**config.mk**
```make
export PLATFORM = sky130hd
export DESIGN_NAME = wb_bram_ctrl_flat
export DESIGN_NICKNAME = d
export VERILOG_FILES = /design/src/rtl/wb_bram_ctrl_if.sv /design/src/rtl/wb_bram_ctrl.sv /design/src/flat_wrapper.sv
export SDC_FILE = /design/constraint.sdc
export NUM_CORES = 1
export LEC_CHECK = 0
export ABC_AREA = 1
export CELL_PAD_IN_SITES_DETAIL_PLACEMENT = 1
export CELL_PAD_IN_SITES_GLOBAL_PLACEMENT = 2
export CORE_MARGIN = 1
export CORE_UTILIZATION = 25
export DETAILED_ROUTE_END_ITERATION = 10
export DONT_BUFFER_PORTS = 1
export HOLD_SLACK_MARGIN = 0.08
export PLACE_DENSITY_LB_ADDON = 0.1
export SLEW_MARGIN = 20
export SYNTH_ARGS = -nofsm -noshare
export SYNTH_HDL_FRONTEND = slang
export SYNTH_SLANG_ARGS = --single-unit
export TNS_END_PERCENT = 5
```
**constraint.sdc**
```tcl
create_clock -name wb_clk_i -period 2.95 [get_ports wb_clk_i]
set_input_delay 0.4425 -clock wb_clk_i [delete_from_list [all_inputs] [get_ports wb_clk_i]]
set_output_delay 0.4425 -clock wb_clk_i [all_outputs]
set_load 0.03 [all_outputs]
```
**src/rtl/wb_bram_ctrl_if.sv**
```systemverilog
// wb_bram_ctrl_if: Wishbone classic bus bundle between an interconnect master and the BRAM controller slave
interface wb_bram_ctrl_if #(
    parameter int DATA_W = 32
);
    logic                wb_cyc_i;
    logic                wb_stb_i;
    logic                wb_we_i;
    logic [31:0]         wb_adr_i;
    logic [DATA_W-1:0]   wb_dat_i;
    logic [DATA_W/8-1:0] wb_sel_i;
    logic [DATA_W-1:0]   wb_dat_o;
    logic                wb_ack_o;
    logic                wb_err_o;

    modport master (
        output wb_cyc_i, wb_stb_i, wb_we_i, wb_adr_i, wb_dat_i, wb_sel_i,
        input  wb_dat_o, wb_ack_o, wb_err_o
    );

    modport slave (
        input  wb_cyc_i, wb_stb_i, wb_we_i, wb_adr_i, wb_dat_i, wb_sel_i,
        output wb_dat_o, wb_ack_o, wb_err_o
    );
endinterface

```
**src/rtl/wb_bram_ctrl.sv**
```systemverilog
// wb_bram_ctrl: Wishbone classic slave bridging to a synchronous block RAM port with configurable read latency
module wb_bram_ctrl #(
    parameter int          DATA_W     = 32,
    parameter int          ADDR_W     = 12,
    parameter int          RD_LATENCY = 1,
    parameter logic [31:0] BASE_ADDR  = 32'h0000_0000
) (
    input  logic                wb_clk_i,
    input  logic                wb_rst_i,
    wb_bram_ctrl_if.slave       wb,
    output logic                ram_en_o,
    output logic [DATA_W/8-1:0] ram_we_o,
    output logic [ADDR_W-1:0]   ram_addr_o,
    output logic [DATA_W-1:0]   ram_wdata_o,
    input  logic [DATA_W-1:0]   ram_rdata_i
);
    localparam int SW  = DATA_W / 8;
    localparam int BO  = $clog2(SW);
    localparam int TOP = ADDR_W + BO;

    typedef enum logic [2:0] {IDLE, ACCESS, WAIT, RESP, ERR} state_t;

    state_t            state, state_n;
    logic [1:0]        cnt, cnt_n;
    logic              wr, wr_n;
    logic              en_n, ack_n, err_n;
    logic [SW-1:0]     we_n;
    logic [ADDR_W-1:0] addr_n;
    logic [DATA_W-1:0] wdata_n, dat_n;
    logic              hit;
    logic              unused_lsb;

    // byte-offset bits never affect the access; only the bits above the RAM span select the window
    assign unused_lsb = ^wb.wb_adr_i[BO-1:0];
    assign hit        = wb.wb_adr_i[31:TOP] == BASE_ADDR[31:TOP];

    // next state and next registered outputs; everything defaults to idle/hold
    always_comb begin
        state_n = state;
        cnt_n   = cnt;
        wr_n    = wr;
        en_n    = 1'b0;
        we_n    = '0;
        ack_n   = 1'b0;
        err_n   = 1'b0;
        addr_n  = ram_addr_o;
        wdata_n = ram_wdata_o;
        dat_n   = wb.wb_dat_o;
        case (state)
            IDLE: begin
                if (wb.wb_cyc_i && wb.wb_stb_i) begin
                    if (hit) begin
                        state_n = ACCESS;
                        en_n    = 1'b1;
                        addr_n  = wb.wb_adr_i[TOP-1:BO];
                        wdata_n = wb.wb_dat_i;
                        wr_n    = wb.wb_we_i;
                        we_n    = wb.wb_we_i ? wb.wb_sel_i : '0;
                        ack_n   = wb.wb_we_i;
                    end else begin
                        state_n = ERR;
                        err_n   = 1'b1;
                    end
                end
            end
            ACCESS: begin
                state_n = wr ? IDLE : WAIT;
                cnt_n   = 2'(RD_LATENCY);
            end
            WAIT: begin
                if (!wb.wb_cyc_i) begin
                    state_n = IDLE;
                    cnt_n   = '0;
                end else if (cnt == 2'd1) begin
                    state_n = RESP;
                    cnt_n   = '0;
                    dat_n   = ram_rdata_i;
                    ack_n   = 1'b1;
                end else begin
                    cnt_n = cnt - 2'd1;
                end
            end
            default: state_n = IDLE;
        endcase
    end

    // FSM state, read-latency counter and latched direction
    always_ff @(posedge wb_clk_i) begin
        if (wb_rst_i) begin
            state <= IDLE;
            cnt   <= '0;
            wr    <= 1'b0;
        end else begin
            state <= state_n;
            cnt   <= cnt_n;
            wr    <= wr_n;
        end
    end

    // all bus and RAM outputs come straight from flops
    always_ff @(posedge wb_clk_i) begin
        if (wb_rst_i) begin
            ram_en_o    <= 1'b0;
            ram_we_o    <= '0;
            ram_addr_o  <= '0;
            ram_wdata_o <= '0;
            wb.wb_dat_o <= '0;
            wb.wb_ack_o <= 1'b0;
            wb.wb_err_o <= 1'b0;
        end else begin
            ram_en_o    <= en_n;
            ram_we_o    <= we_n;
            ram_addr_o  <= addr_n;
            ram_wdata_o <= wdata_n;
            wb.wb_dat_o <= dat_n;
            wb.wb_ack_o <= ack_n;
            wb.wb_err_o <= err_n;
        end
    end
endmodule

```
**src/flat_wrapper.sv**
```systemverilog
// flat-port wrapper written by rule: the top's interface ports become plain ports
module wb_bram_ctrl_flat 
#(
    parameter int          DATA_W     = 32,
    parameter int          ADDR_W     = 12,
    parameter int          RD_LATENCY = 1,
    parameter logic [31:0] BASE_ADDR  = 32'h0000_0000
)
  (wb_clk_i, wb_rst_i, ram_en_o, ram_we_o, ram_addr_o, ram_wdata_o, ram_rdata_i, wb_wb_cyc_i, wb_wb_stb_i, wb_wb_we_i, wb_wb_adr_i, wb_wb_dat_i, wb_wb_sel_i, wb_wb_dat_o, wb_wb_ack_o, wb_wb_err_o);
  wb_bram_ctrl_if #(.DATA_W(DATA_W)) wb_i ();
  input  logic wb_clk_i;
  input  logic wb_rst_i;
  output logic ram_en_o;
  output logic [DATA_W/8-1:0] ram_we_o;
  output logic [ADDR_W-1:0] ram_addr_o;
  output logic [DATA_W-1:0] ram_wdata_o;
  input  logic [DATA_W-1:0] ram_rdata_i;
  input wire logic [$bits(wb_i.wb_cyc_i)-1:0] wb_wb_cyc_i;
  input wire logic [$bits(wb_i.wb_stb_i)-1:0] wb_wb_stb_i;
  input wire logic [$bits(wb_i.wb_we_i)-1:0] wb_wb_we_i;
  input wire logic [$bits(wb_i.wb_adr_i)-1:0] wb_wb_adr_i;
  input wire logic [$bits(wb_i.wb_dat_i)-1:0] wb_wb_dat_i;
  input wire logic [$bits(wb_i.wb_sel_i)-1:0] wb_wb_sel_i;
  output wire logic [$bits(wb_i.wb_dat_o)-1:0] wb_wb_dat_o;
  output wire logic [$bits(wb_i.wb_ack_o)-1:0] wb_wb_ack_o;
  output wire logic [$bits(wb_i.wb_err_o)-1:0] wb_wb_err_o;
  assign wb_i.wb_cyc_i = wb_wb_cyc_i;
  assign wb_i.wb_stb_i = wb_wb_stb_i;
  assign wb_i.wb_we_i = wb_wb_we_i;
  assign wb_i.wb_adr_i = wb_wb_adr_i;
  assign wb_i.wb_dat_i = wb_wb_dat_i;
  assign wb_i.wb_sel_i = wb_wb_sel_i;
  assign wb_wb_dat_o = wb_i.wb_dat_o;
  assign wb_wb_ack_o = wb_i.wb_ack_o;
  assign wb_wb_err_o = wb_i.wb_err_o;
  wb_bram_ctrl #(.DATA_W(DATA_W), .ADDR_W(ADDR_W), .RD_LATENCY(RD_LATENCY), .BASE_ADDR(BASE_ADDR)) u_core (.wb_clk_i(wb_clk_i), .wb_rst_i(wb_rst_i), .wb(wb_i), .ram_en_o(ram_en_o), .ram_we_o(ram_we_o), .ram_addr_o(ram_addr_o), .ram_wdata_o(ram_wdata_o), .ram_rdata_i(ram_rdata_i));
endmodule
```
-- After elaboration in Yosys (flattened, before gate mapping)
Cells that the tools add are included.
- output and inout port bits: 83
- memories: 0
- logic and storage cells: 45
- input bits: 105
- memory bits (writable): 0
- register bits: 89
- bits in read-only memories: 0
- bits in latches: 0
- shift operators: 0
- multipliers: 0
- divide/modulo/power cells: 0
- eq/ne operators: 5
- bitwise gates (word level): 4
- reductions and logical operators: 9
- $lt $le $gt $ge: 0
- mux-type cells: 16
- $add $sub $neg: 1
- operators with widths (operator ; number):
    $logic_not 18->1 ; 1
    $mux 3 ; 4
    $pmux 3 s3 ; 1
    $mux 1 ; 6
    $mux 2 ; 3
    $reduce_and 3->1 ; 2
    $reduce_or 5->1 ; 1
    $not 1->1 ; 4
    $pmux 2 s2 ; 1
    $eq 3x1->1 const B ; 1
    $eq 3x2->1 const B ; 1
    $logic_not 3->1 ; 1
    $ne 3x2->1 const B ; 1
    $reduce_or 3->1 ; 1
    $eq 2x1->1 const B ; 1
    $ne 2x1->1 const B ; 1
    $pmux 1 s2 ; 1
    $reduce_and 2->1 ; 1
    $reduce_bool 2->1 ; 1
    $sub 2x1->2 const B ; 1
    $logic_and 1x1->1 ; 1

-- Logic depth before layout (Yosys ltp)
Gate-level depths: netlist (run 1).
- depth after elaboration: 4
- mapped depth: 9
- mapped depth without buffers: 8

-- Worst setup path before layout (run 1)
No wires, ideal clock.
- path kind: input to register
- start: in wb_wb_adr_i[15]
- end: reg u_core.ram_addr_o[0]
- stages on the path: 8
- data required time: 2818 ps
- setup time: 132 ps
- path buffers: 1
- path slack: 1455 ps
- arrival time: 1363 ps
- cell sequence: or2_0 -> nor2_2 -> nand3_2 -> inv_4 -> nand2_4 -> buf_6 -> nand2_1 -> a21oi_1
- word-level cells in the longest chain between the ends: 2
- ends and longest elaborated chain (element ; line ; source):
    from (decl) ; flat_wrapper.sv:21 ; input wire logic [$bits(wb_i.wb_adr_i)-1:0] wb_wb_adr_i;
    $logic_not 18->1 ; wb_bram_ctrl.sv:35 ; assign hit = wb.wb_adr_i[31:TOP] == BASE_ADDR[31:TOP];
    $reduce_and 3->1 (no source line) ; n/a ;
    to (signal assigned) ; wb_bram_ctrl.sv:113 ; ram_addr_o <= addr_n;
    to (decl) ; wb_bram_ctrl.sv:13 ; output logic [ADDR_W-1:0] ram_addr_o,
No other way between the ends.
A chain may end at the register's enable or synchronous reset.

-- Worst setup path in the final report (run 1)
- start: reg u_core.state[2]
- end: reg u_core.wb.wb_dat_o[3]
- word-level cells in the longest chain between the ends: 2
- ends and longest elaborated chain (element ; line ; source):
    from (decl) ; wb_bram_ctrl.sv:23 ; state_t state, state_n;
    from (signal assigned) ; wb_bram_ctrl.sv:94 ; state <= state_n;
    $eq 3x2->1 ; wb_bram_ctrl.sv:49 ; case (state)
    $reduce_and 3->1 (no source line) ; n/a ;
    to (signal assigned) ; wb_bram_ctrl.sv:115 ; wb.wb_dat_o <= dat_n;
    to (decl) ; wb_bram_ctrl_if.sv:22 ; output wb_dat_o, wb_ack_o, wb_err_o
No other way between the ends.

==> metrics.txt, run 1 <==
R2R Path Start u_core.state[2]$_SDFFE_PP0P_; Crit. path cell count 7; final worst-path cycle share approximately three fifths; TNS Setup 0 ps; commonest non-fill, non-tap cell in the layout dfxtp_1; Cell Rows 41; endpoints failing setup 0; crit path from u_core.state[2]$_SDFFE_PP0P_; hold path startpoint wb_rst_i; die footprint roughly 14000 um^2; WP buf/inv 2; relative slew slack 59.6%; CTS tree done; Hold Buf Count CTS 0; power density over the cells 630 nW/um^2; Avg Cell Area, Syn 8.16 um^2; Least-Margin Pin Slew slightly above 600 ps; CTS buffer count 9; Via Count 2785; fmax around 0.57 GHz; Seq cells post-synth 89; most frequent cells in the layout dfxtp_1 (89), nand2_1 (85), nand3_1 (81); mapped cell area ~3400 um^2; clk buf depth 2; share of layout cells above drive strength 1 6.73%; crit path time final 1740 ps; outcome finished, final reports clean; Non-Filler Instances 573; Port-buffer cells 0; dominant cell type by area after synthesis dfxtp_1; post-synthesis sequential area ratio between 50% and 60%; Iter 0 DRT Violations 96; clock-pin slew on the worst setup and hold paths 60 ps; antenna violations before repair 0; most used cell, CP nand2_1; vias in the first global route between 2000 and 3000; Setup CP Type flip-flop to flip-flop; first-pass GRT wire length 15300 um; skew final ~7.4 ps; dpl hpwl 6300 um; H-tree lvl count 3; Data required, critical path 3180 ps; Hold Crit Depth 1; end of the worst hold path u_core.ram_addr_o[11]$_SDFFE_PP0P_; Die Y 118 um; Final GP Congestion ~0.7; critical path cell sequence nor2_2 > nand3_1 > inv_2 > nand2_1 > buf_4 > nand2_1 > a21oi_1; first-pass iteration count of the detailed router 4; CP max FO 36; total wire length between 9000 and 10000 um; kind of cell adding the most delay to the critical path buffers and inverters; wire per inst 16.8 um; buffer count from post-CTS setup fixing 0; Resized Gates After CTS 0; DRT antenna net count 0; Via density between 4 and 5; syn_nets 518; Clock Latency Late Sink 340 ps; R2R cell count 7; # nets final 502; Gate Count Post-Synth 412; Yosys top cell area share 53.0%; CP max stage cell inv_2; worst r2r dst u_core.wb.wb_dat_o[3]$_SDFFE_PP0P_; unrepaired setup endpoints after global routing false; r2r setup slk between 1000 and 1500 ps; Max Slew Vio Count 0; Pleak 0.00118 uW; P&R area growth vs syn 8.90%; Die Wd 118 um; total gr overflow 0; max-cap violation count 0; # placed instances 557; Initial Util 26.1%; root buffer cell clkbuf_16; io pins 188; DRC Markers 0; yosys warns 0; final hold violations 0; Placeable Area 12900 um^2; largest net degree at the start of global routing 82; Layout fillers 1537; Yosys cell types 27; Synth area leaders dfxtp_1 (53%), nand3_1 (12%), a21oi_1 (12%), nand2_1 (9.5%), buf_6 (3.0%); Sink Count 89; Hold Crit Class primary input to flip-flop; CP startpoint kind flip-flop; CP max stage delay 470 ps; worst vdd ir around 0.0003 V; ANT cells 0; All-Layer GR Usage 14.1%; arrival time of the worst setup path 1970 ps; Worst Setup End Kind flip-flop
-- layout make-up --
class	count	area [um^2]	area share (%)
sequential	89	1780	48.7
multi-input combinational	278	1300	35.6
tap	172	215	5.88
timing repair buffer	4	30.0	0.821
inverter	14	55.1	1.50
clock inverter	3	15.0	0.410
clock buffer	13	260	7.11
-- per-layer routing --
metal	global-route usage, %	part of all wire, %
met1	14.9	39
met2	24.0	49
met3	6.44	9.7
met4	6.09	1.9
met5	0	0
-- state kept, by name, indices dropped and copies added, names as in the netlist --
| signal | count |
|---|---|
| u_core.wr | 1 |
| u_core.state | 3 |
| u_core.wb.wb_dat_o | 32 |
| u_core.wb.wb_err_o | 1 |
| u_core.ram_wdata_o | 32 |
| u_core.ram_en_o | 1 |
| u_core.cnt | 2 |
| u_core.ram_addr_o | 12 |
| u_core.ram_we_o | 4 |
| u_core.wb.wb_ack_o | 1 |
-- Yosys cell counts --
library cell	count
o22ai_1	1
nand3_1	81
nand2_2	1
inv_2	1
clkbuf_1	13
nand2_4	1
nand4_1	1
buf_6	9
a21oi_1	78
nor4_1	1
buf_2	6
dfxtp_1	89
nand3_2	1
nor3_1	1
o21a_1	1
nor2_1	18
inv_1	12
o21ai_0	1
nor2_2	2
nor2_4	1
clkbuf_8	3
a31oi_1	1
or2_0	1
inv_4	1
and2_2	1
nand2_1	85
ha_1	1
-- stage by stage --
step | util (%) | setup slack, ps | area [um^2] | hold WS [ps] | total power [uW]
floorplan | - | 1450 | 3360 | 447 | 1270
global placement | 26.3 | 1080 | 3380 | 466 | 1260
detailed placement | 26.3 | 1030 | 3380 | 471 | 1260
CTS | 28.4 | 1150 | 3660 | 140 | 2370
global route | 28.4 | 935 | 3660 | 144 | 2410
finish | 28.4 | 1210 | 3660 | 168 | 2310
-- worst max-delay path by stage --
| stage | end | slack [ps] |
|---|---|---|
| after floorplan | u_core.ram_addr_o[0]$_SDFFE_PP0P_ | 1450 |
| after global placement | u_core.ram_addr_o[9]$_SDFFE_PP0P_ | 1080 |
| after detailed placement | u_core.ram_addr_o[9]$_SDFFE_PP0P_ | 1030 |
| after CTS | u_core.wb.wb_dat_o[8]$_SDFFE_PP0P_ | 1150 |
| after global routing | u_core.wb.wb_dat_o[2]$_SDFFE_PP0P_ | 940 |
| final | u_core.wb.wb_dat_o[3]$_SDFFE_PP0P_ | 1210 |
-- power by group --
| part | internal (uW) | leakage, uW | switching [uW] |
|---|---|---|---|
| Clock | 613 | 0.000139 | 462 |
| Sequential | 1200 | 0.000717 | 1.89 |
| Combinational | 7.28 | 0.000328 | 19.3 |
| Total | 1820 | 0.00118 | 483 |
-- worst register-to-register path: cells and delay by family, from the launching register on --
family          cells  cell delay [ps]
simple gates        4              500
compound gates      1               70
flops               1              320
buf+inv             2              750
-- logic make-up (layout without fill, tap and decap cells) --
| logic type | count (synthesis) | after routing | share of synthesized area [%] |
|---|---|---|---|
| AND/OR/NAND/NOR | 195 | 195 | 26.0 |
| flip-flops | 89 | 89 | 53.0 |
| buffers and inverters | 45 | 34 | 8.23 |
| AO/OA/AOI/OAI | 82 | 82 | 12.4 |
| adder cells (fa/ha/maj) | 1 | 1 | 0.372 |
No activity file was read; power rests on OpenSTA's default activity.
==> run 2, diff against run 1 <==
==> constraint.sdc (replaced) <==
create_clock -name wb_clk_i -period 1.4 [get_ports wb_clk_i]
set_input_delay 0.21 -clock wb_clk_i [delete_from_list [all_inputs] [get_ports wb_clk_i]]
set_output_delay 0.21 -clock wb_clk_i [all_outputs]
set_load 0.03 [all_outputs]
==> metrics.txt, run 2 (synthesis gave the netlist of run 1 again) <==
outcome complete, but fails checks; failing checks negative hold slack; Setup CP Type flip-flop to flip-flop; Iter 0 DRT Violations 108 (+13%); All-Layer GR Usage 14.5% (+0.41 points); io pins 188 (unchanged); Cell Rows 41 (unchanged); DRT antenna net count 0 (unchanged); Hold Crit Class primary input to flip-flop; H-tree lvl count 3 (unchanged); ANT cells 0 (unchanged); dpl hpwl 6640 um (+5.4%); Die Wd 118 um (unchanged); endpoints failing setup 0 (unchanged); Least-Margin Pin Slew 365 ps (-239 ps); skew final 4.13 ps (-3.28 ps); CTS tree done; most frequent cells in the layout dfxtp_1 (89), nand2_1 (84), nand3_1 (81); Largest regs u_core.ram_wdata_o: 32 flops, u_core.wb.wb_dat_o: 32 flops, u_core.ram_addr_o: 12 flops; Via Count 2864 (+2.8%); commonest non-fill, non-tap cell in the layout dfxtp_1; arrival time of the worst setup path 1630 ps (-340 ps); Area after DPL 3570 um^2 (+5.6%); largest net degree at the start of global routing 82 (unchanged); r2r setup slk 50 ps (-1150 ps); hold path startpoint wb_rst_i; CTS buffer count 9 (unchanged); fmax 0.743 GHz (+30%); Hold WS -63.8 ps (-231 ps); Clock Latency Late Sink 340 ps (about the same); wire per inst 16.9 um (+0.74%); crit path time final 1350 ps (-399 ps); root buffer cell clkbuf_16; worst r2r dst u_core.ram_wdata_o[3]$_SDFFE_PP0P_; Port-buffer cells 0 (unchanged); Via density 4.82 (-0.80%); DRC Markers 0 (unchanged); CP max stage cell dfxtp_1; worst vdd ir 0.000562 V (+86%); Max Slew Vio Count 0 (unchanged); max-cap violation count 0 (unchanged); Pleak 0.00133 uW (+12%); total wire length 10000 um (+4.4%); final hold violations 80 (+80); Final GP Congestion 0.708 (about the same); Sink Count 89 (unchanged); Post-Route Utilization 30.7% (+2.3 points); CP max stage delay 320 ps (-150 ps); Initial Util 26.1% (unchanged); R2R cell count 7 (unchanged); Die Y 118 um (unchanged); end of the worst hold path u_core.wb.wb_dat_o[30]$_SDFFE_PP0P_; antenna violations before repair 0 (unchanged); P&R area growth vs syn 17.8%; clk buf depth 2 (unchanged); power density over the cells 1240 nW/um^2 (+97%); first-pass iteration count of the detailed router 4 (unchanged); Placeable Area 12900 um^2 (unchanged); post-route cell area 3960 um^2 (+8.2%); WP buf/inv 2 (unchanged); kind of cell adding the most delay to the critical path simple AND/OR/NAND/NOR gates; # nets final 523 (+4.2%); R2R Path Start u_core.state[0]$_SDFFE_PP0P_; clock-pin slew on the worst setup and hold paths 60 ps (about the same); share of layout cells above drive strength 1 11.4% (+4.6 points); final worst-path cycle share 96.2% (+37 points); critical path cell sequence nor2_2 > nand2_2 > nor2_4 > buf_4 > buf_12 > nand3_1 > a21oi_2; Hold Crit Depth 1 (unchanged); vias in the first global route 2877 (+1.2%); CP startpoint kind flip-flop; relative slew slack 75.6% (+16 points); total gr overflow 0 (unchanged); Worst Setup End Kind flip-flop; CP max FO 15 (-58%); die footprint 13900 um^2 (unchanged); first-pass GRT wire length 15700 um (+2.4%); Data required, critical path 1680 ps (-1500 ps); Hold Buf Count CTS 4 (+4)
==> run 2: how the worst max path moves through the flow <==
stage / start / to / depth (start not counted)
2_1_floorplan: u_core.state[2]$_SDFFE_PP0P_ / u_core.ram_addr_o[0]$_SDFFE_PP0P_ / 7
3_3_place_gp: wb_wb_adr_i[15] / u_core.ram_we_o[3]$_SDFF_PP0_ / 6
3_5_place_dp: wb_wb_adr_i[15] / u_core.ram_we_o[1]$_SDFF_PP0_ / 6
4_1_cts: u_core.state[2]$_SDFFE_PP0P_ / u_core.ram_wdata_o[17]$_SDFFE_PP0P_ / 6
5_1_grt: u_core.state[0]$_SDFFE_PP0P_ / u_core.ram_wdata_o[31]$_SDFFE_PP0P_ / 8
6_report: u_core.state[0]$_SDFFE_PP0P_ / u_core.ram_wdata_o[3]$_SDFFE_PP0P_ / 7
==> run 2: report_power, final <==
group / leakage, uW / internal [uW] / switching (uW) / total (uW)
registers: 0.000717 / 2530 / 4.05 / 2540
clock network: 0.000139 / 1290 / 975 / 2270
logic: 0.000470 / 46.3 / 51.2 / 97.5
total: 0.00133 / 3870 / 1030 / 4900
==> run 2: what timing repair did <==
item,CTS,global route
buffers inserted,0,4
endpoints found under the hold margin,84,80
setup endpoints to repair,0,43
gates resized for setup,0,4
==> run 2: area by class of cell <==
cell class	instances	area, um^2
Clock buffer	13	260
Clock inverter	3	15.0
Fill cell	1541	8920
Inverter	14	55.1
Multi-Input combinational cell	278	1320
Sequential cell	89	1780
Tap cell	172	215
Timing Repair Buffer	25	315
==> run 2: per-stage QoR <==
stage	cells	total power, uW	worst slack (ps)	TNS (ps)
after floorplan	412	2680	124	0
after global placement	569	2660	20.7	0
after detailed placement	569	2670	9.17	0
after CTS	589	5020	52.5	0
after global routing	594	5140	-28.2	-454
final	594	4900	53.9	0
==> run 2: routing by layer <==
metal / wire length (um) / GRT usage (%) / up-vias
li1: - / - / 1388
met5: 0 / 0 / -
met3: 915 / 7.07 / 11
met4: 174 / 5.93 / 0
met2: 4950 / 24.4 / 121
met1: 4000 / 15.5 / 1344
==> run 3, diff against run 2 <==
--- a/config.mk
+++ b/config.mk
@@ -12,7 +12,6 @@
 export CORE_UTILIZATION = 25
 export DETAILED_ROUTE_END_ITERATION = 10
 export DONT_BUFFER_PORTS = 1
-export HOLD_SLACK_MARGIN = 0.08
 export PLACE_DENSITY_LB_ADDON = 0.1
 export SLEW_MARGIN = 20
 export SYNTH_ARGS = -nofsm -noshare
==> constraint.sdc (replaced) <==
create_clock -name wb_clk_i -period 1.2 [get_ports wb_clk_i]
set_input_delay 0.18 -clock wb_clk_i [delete_from_list [all_inputs] [get_ports wb_clk_i]]
set_output_delay 0.18 -clock wb_clk_i [all_outputs]
set_load 0.03 [all_outputs]
==> metrics.txt, run 3 (synthesis gave the netlist of run 1 again) <==
CTS buffer count 9 (unchanged); Via Count 2926 (+2.2%); first-pass GRT wire length 16400 um (+4.6%); power density over the cells 1420 nW/um^2 (+15%); arrival time of the worst setup path 1500 ps (-130 ps); commonest non-fill, non-tap cell in the layout dfxtp_1; max-cap violation count 0 (unchanged); Clock Latency Late Sink 340 ps (about the same); clock-pin slew on the worst setup and hold paths 60 ps (about the same); io pins 188 (unchanged); CP startpoint kind flip-flop; Hold WS -91.6 ps (-27.7 ps); endpoints failing setup 79 (+79); pre-CTS setup slack -179 ps (-188 ps); Hold Crit Class primary input to flip-flop; Cell Rows 41 (unchanged); antenna violations before repair 0 (unchanged); Clk pwr share 49.8% (+3.6 points); share of layout cells above drive strength 1 20.3% (+8.9 points); vias in the first global route 2992 (+4.0%); Internal Power 4960 uW (+28%); Die Y 118 um (unchanged); P&R area growth vs syn 29.2%; final hold violations 80 (unchanged); root buffer cell clkbuf_16; # nets final 530 (+1.3%); final worst-path cycle share 106% (+9.8 points); DRC Markers 0 (unchanged); All-Layer GR Usage 15.2% (+0.70 points); Worst Setup End Kind flip-flop; most frequent cells in the layout dfxtp_1 (86), nand3_1 (77), nand2_1 (72); total gr overflow 0 (unchanged); DRT antenna net count 0 (unchanged); Layout fillers 1489 (-3.4%); CP max FO 16 (+1); TNS Setup -2770 ps (-2770 ps); wire per inst 18.0 um (+6.5%); fmax 0.786 GHz (+5.8%); dpl hpwl 6680 um (+0.55%); Pleak 0.00142 uW (+7.0%); Largest regs u_core.ram_wdata_o: 32 flops, u_core.wb.wb_dat_o: 32 flops, u_core.ram_addr_o: 12 flops; final worst slack -71.9 ps (-126 ps); clk buf depth 2 (unchanged); Die Wd 118 um (unchanged); failing checks negative hold slack, negative setup slack; CTS tree done; skew final 9.22 ps (+5.09 ps); largest net degree at the start of global routing 82 (unchanged); share of power burned in registers 48.1% (-3.7 points); first-pass iteration count of the detailed router 4 (unchanged); combinational share of power 2.1% (about the same); Data required, critical path 1430 ps (-250 ps); total wire length 10800 um (+7.8%); Placeable Area 12900 um^2 (unchanged); crit path time final 1270 ps (-74.2 ps); Final GP Congestion 0.684 (-3.4%); worst vdd ir 0.000521 V (-7.2%); relative slew slack 74.6% (-1.0 points); unrepaired setup endpoints after global routing true; Initial Util 26.1% (unchanged); Max Slew Vio Count 0 (unchanged); Via density 4.87 (+0.97%); ANT cells 0 (unchanged); Iter 0 DRT Violations 84 (-22%); Port-buffer cells 0 (unchanged); Hold Buf Count CTS 4 (unchanged); switching part of the total 19.5% (-1.6 points); Least-Margin Pin Slew 380 ps (+15.2 ps); H-tree lvl count 3 (unchanged); Setup CP Type flip-flop to flip-flop; Sink Count 89 (unchanged); die footprint 13900 um^2 (unchanged); outcome complete, but fails checks; Psw 1200 uW (+16%)
run 3: changes by cell type in the layout (fill, tap and decap cells not counted), moves of 4 or more:
cell / delta
nand3_1: -4
a21oi_2: +11
a21oi_1: -11
nand2_1: -12
nand2_2: +11
run 3: cell type report:
type / instances / area, um^2 / area share (%)
Clock buffer: 14 / 264 / 6.08
Clock inverter: 2 / 60.1 / 1.38
Timing Repair Buffer: 32 / 487 / 11.2
Sequential cell: 89 / 1790 / 41.1
Tap cell: 172 / 215 / 4.96
Multi-Input combinational cell: 278 / 1470 / 33.8
Inverter: 14 / 62.6 / 1.44
run 3: final timing paths:
check / from / end / slack [ps] / cells after the start
setup reg to reg: u_core.state[0]$_SDFFE_PP0P_ / u_core.ram_wdata_o[28]$_SDFFE_PP0P_ / -70 / 8
hold / removal: wb_rst_i / u_core.wb.wb_dat_o[27]$_SDFFE_PP0P_ / -90 / 1
hold reg to reg: u_core.wb.wb_dat_o[11]$_SDFFE_PP0P_ / u_core.wb.wb_dat_o[11]$_SDFFE_PP0P_ / 460 / 2
setup / recovery: u_core.state[0]$_SDFFE_PP0P_ / u_core.ram_wdata_o[28]$_SDFFE_PP0P_ / -70 / 8
run 3: power by group through the flow:
| stage | combinational (uW) | sequential [uW] | clock [uW] |
|---|---|---|---|
| 2_1_floorplan | 101 | 3030 | 0 |
| 3_3_place_gp | 79.4 | 3030 | 0 |
| 3_5_place_dp | 82.0 | 3030 | 0 |
| 4_1_cts | 126 | 2960 | 3190 |
| 5_1_grt | 139 | 2960 | 3310 |
| 6_report | 127 | 2960 | 3070 |
run 3: worst max-delay path, stage by stage (launching register included):
cell and delay [ps]:
dfxtp_2 340, nor2_4 110, nand2_2 80, nor2_4 120, buf_12 130, nand2_8 80, buf_12 170, nand2_1 80
a21oi_2 60
run 3: layer usage:
| metal | global-route usage [%] | wire, um |
|---|---|---|
| met1 | 18.7 | 4690 |
| met4 | 7.29 | 200 |
| met2 | 24.0 | 5160 |
| met3 | 4.80 | 775 |
| met5 | 0 | 0 |
run 3: timing repair:
item,in CTS,in global routing
setup endpoints to repair,82,87
resized for setup,19,33
pin swaps,7,5
endpoints found under the hold margin,84,80
buffers inserted,4,0
cloned,3,3
run 3: through the flow:
stage	power, uW	std cells	utilization (%)	area (um^2)
finish	6160	601	33.7	4340
global route	6410	601	33.7	4340
CTS	6280	598	32.2	4150
detailed placement	3110	571	27.9	3600
global placement	3110	571	27.9	3600
floorplan	3130	412	-	3370
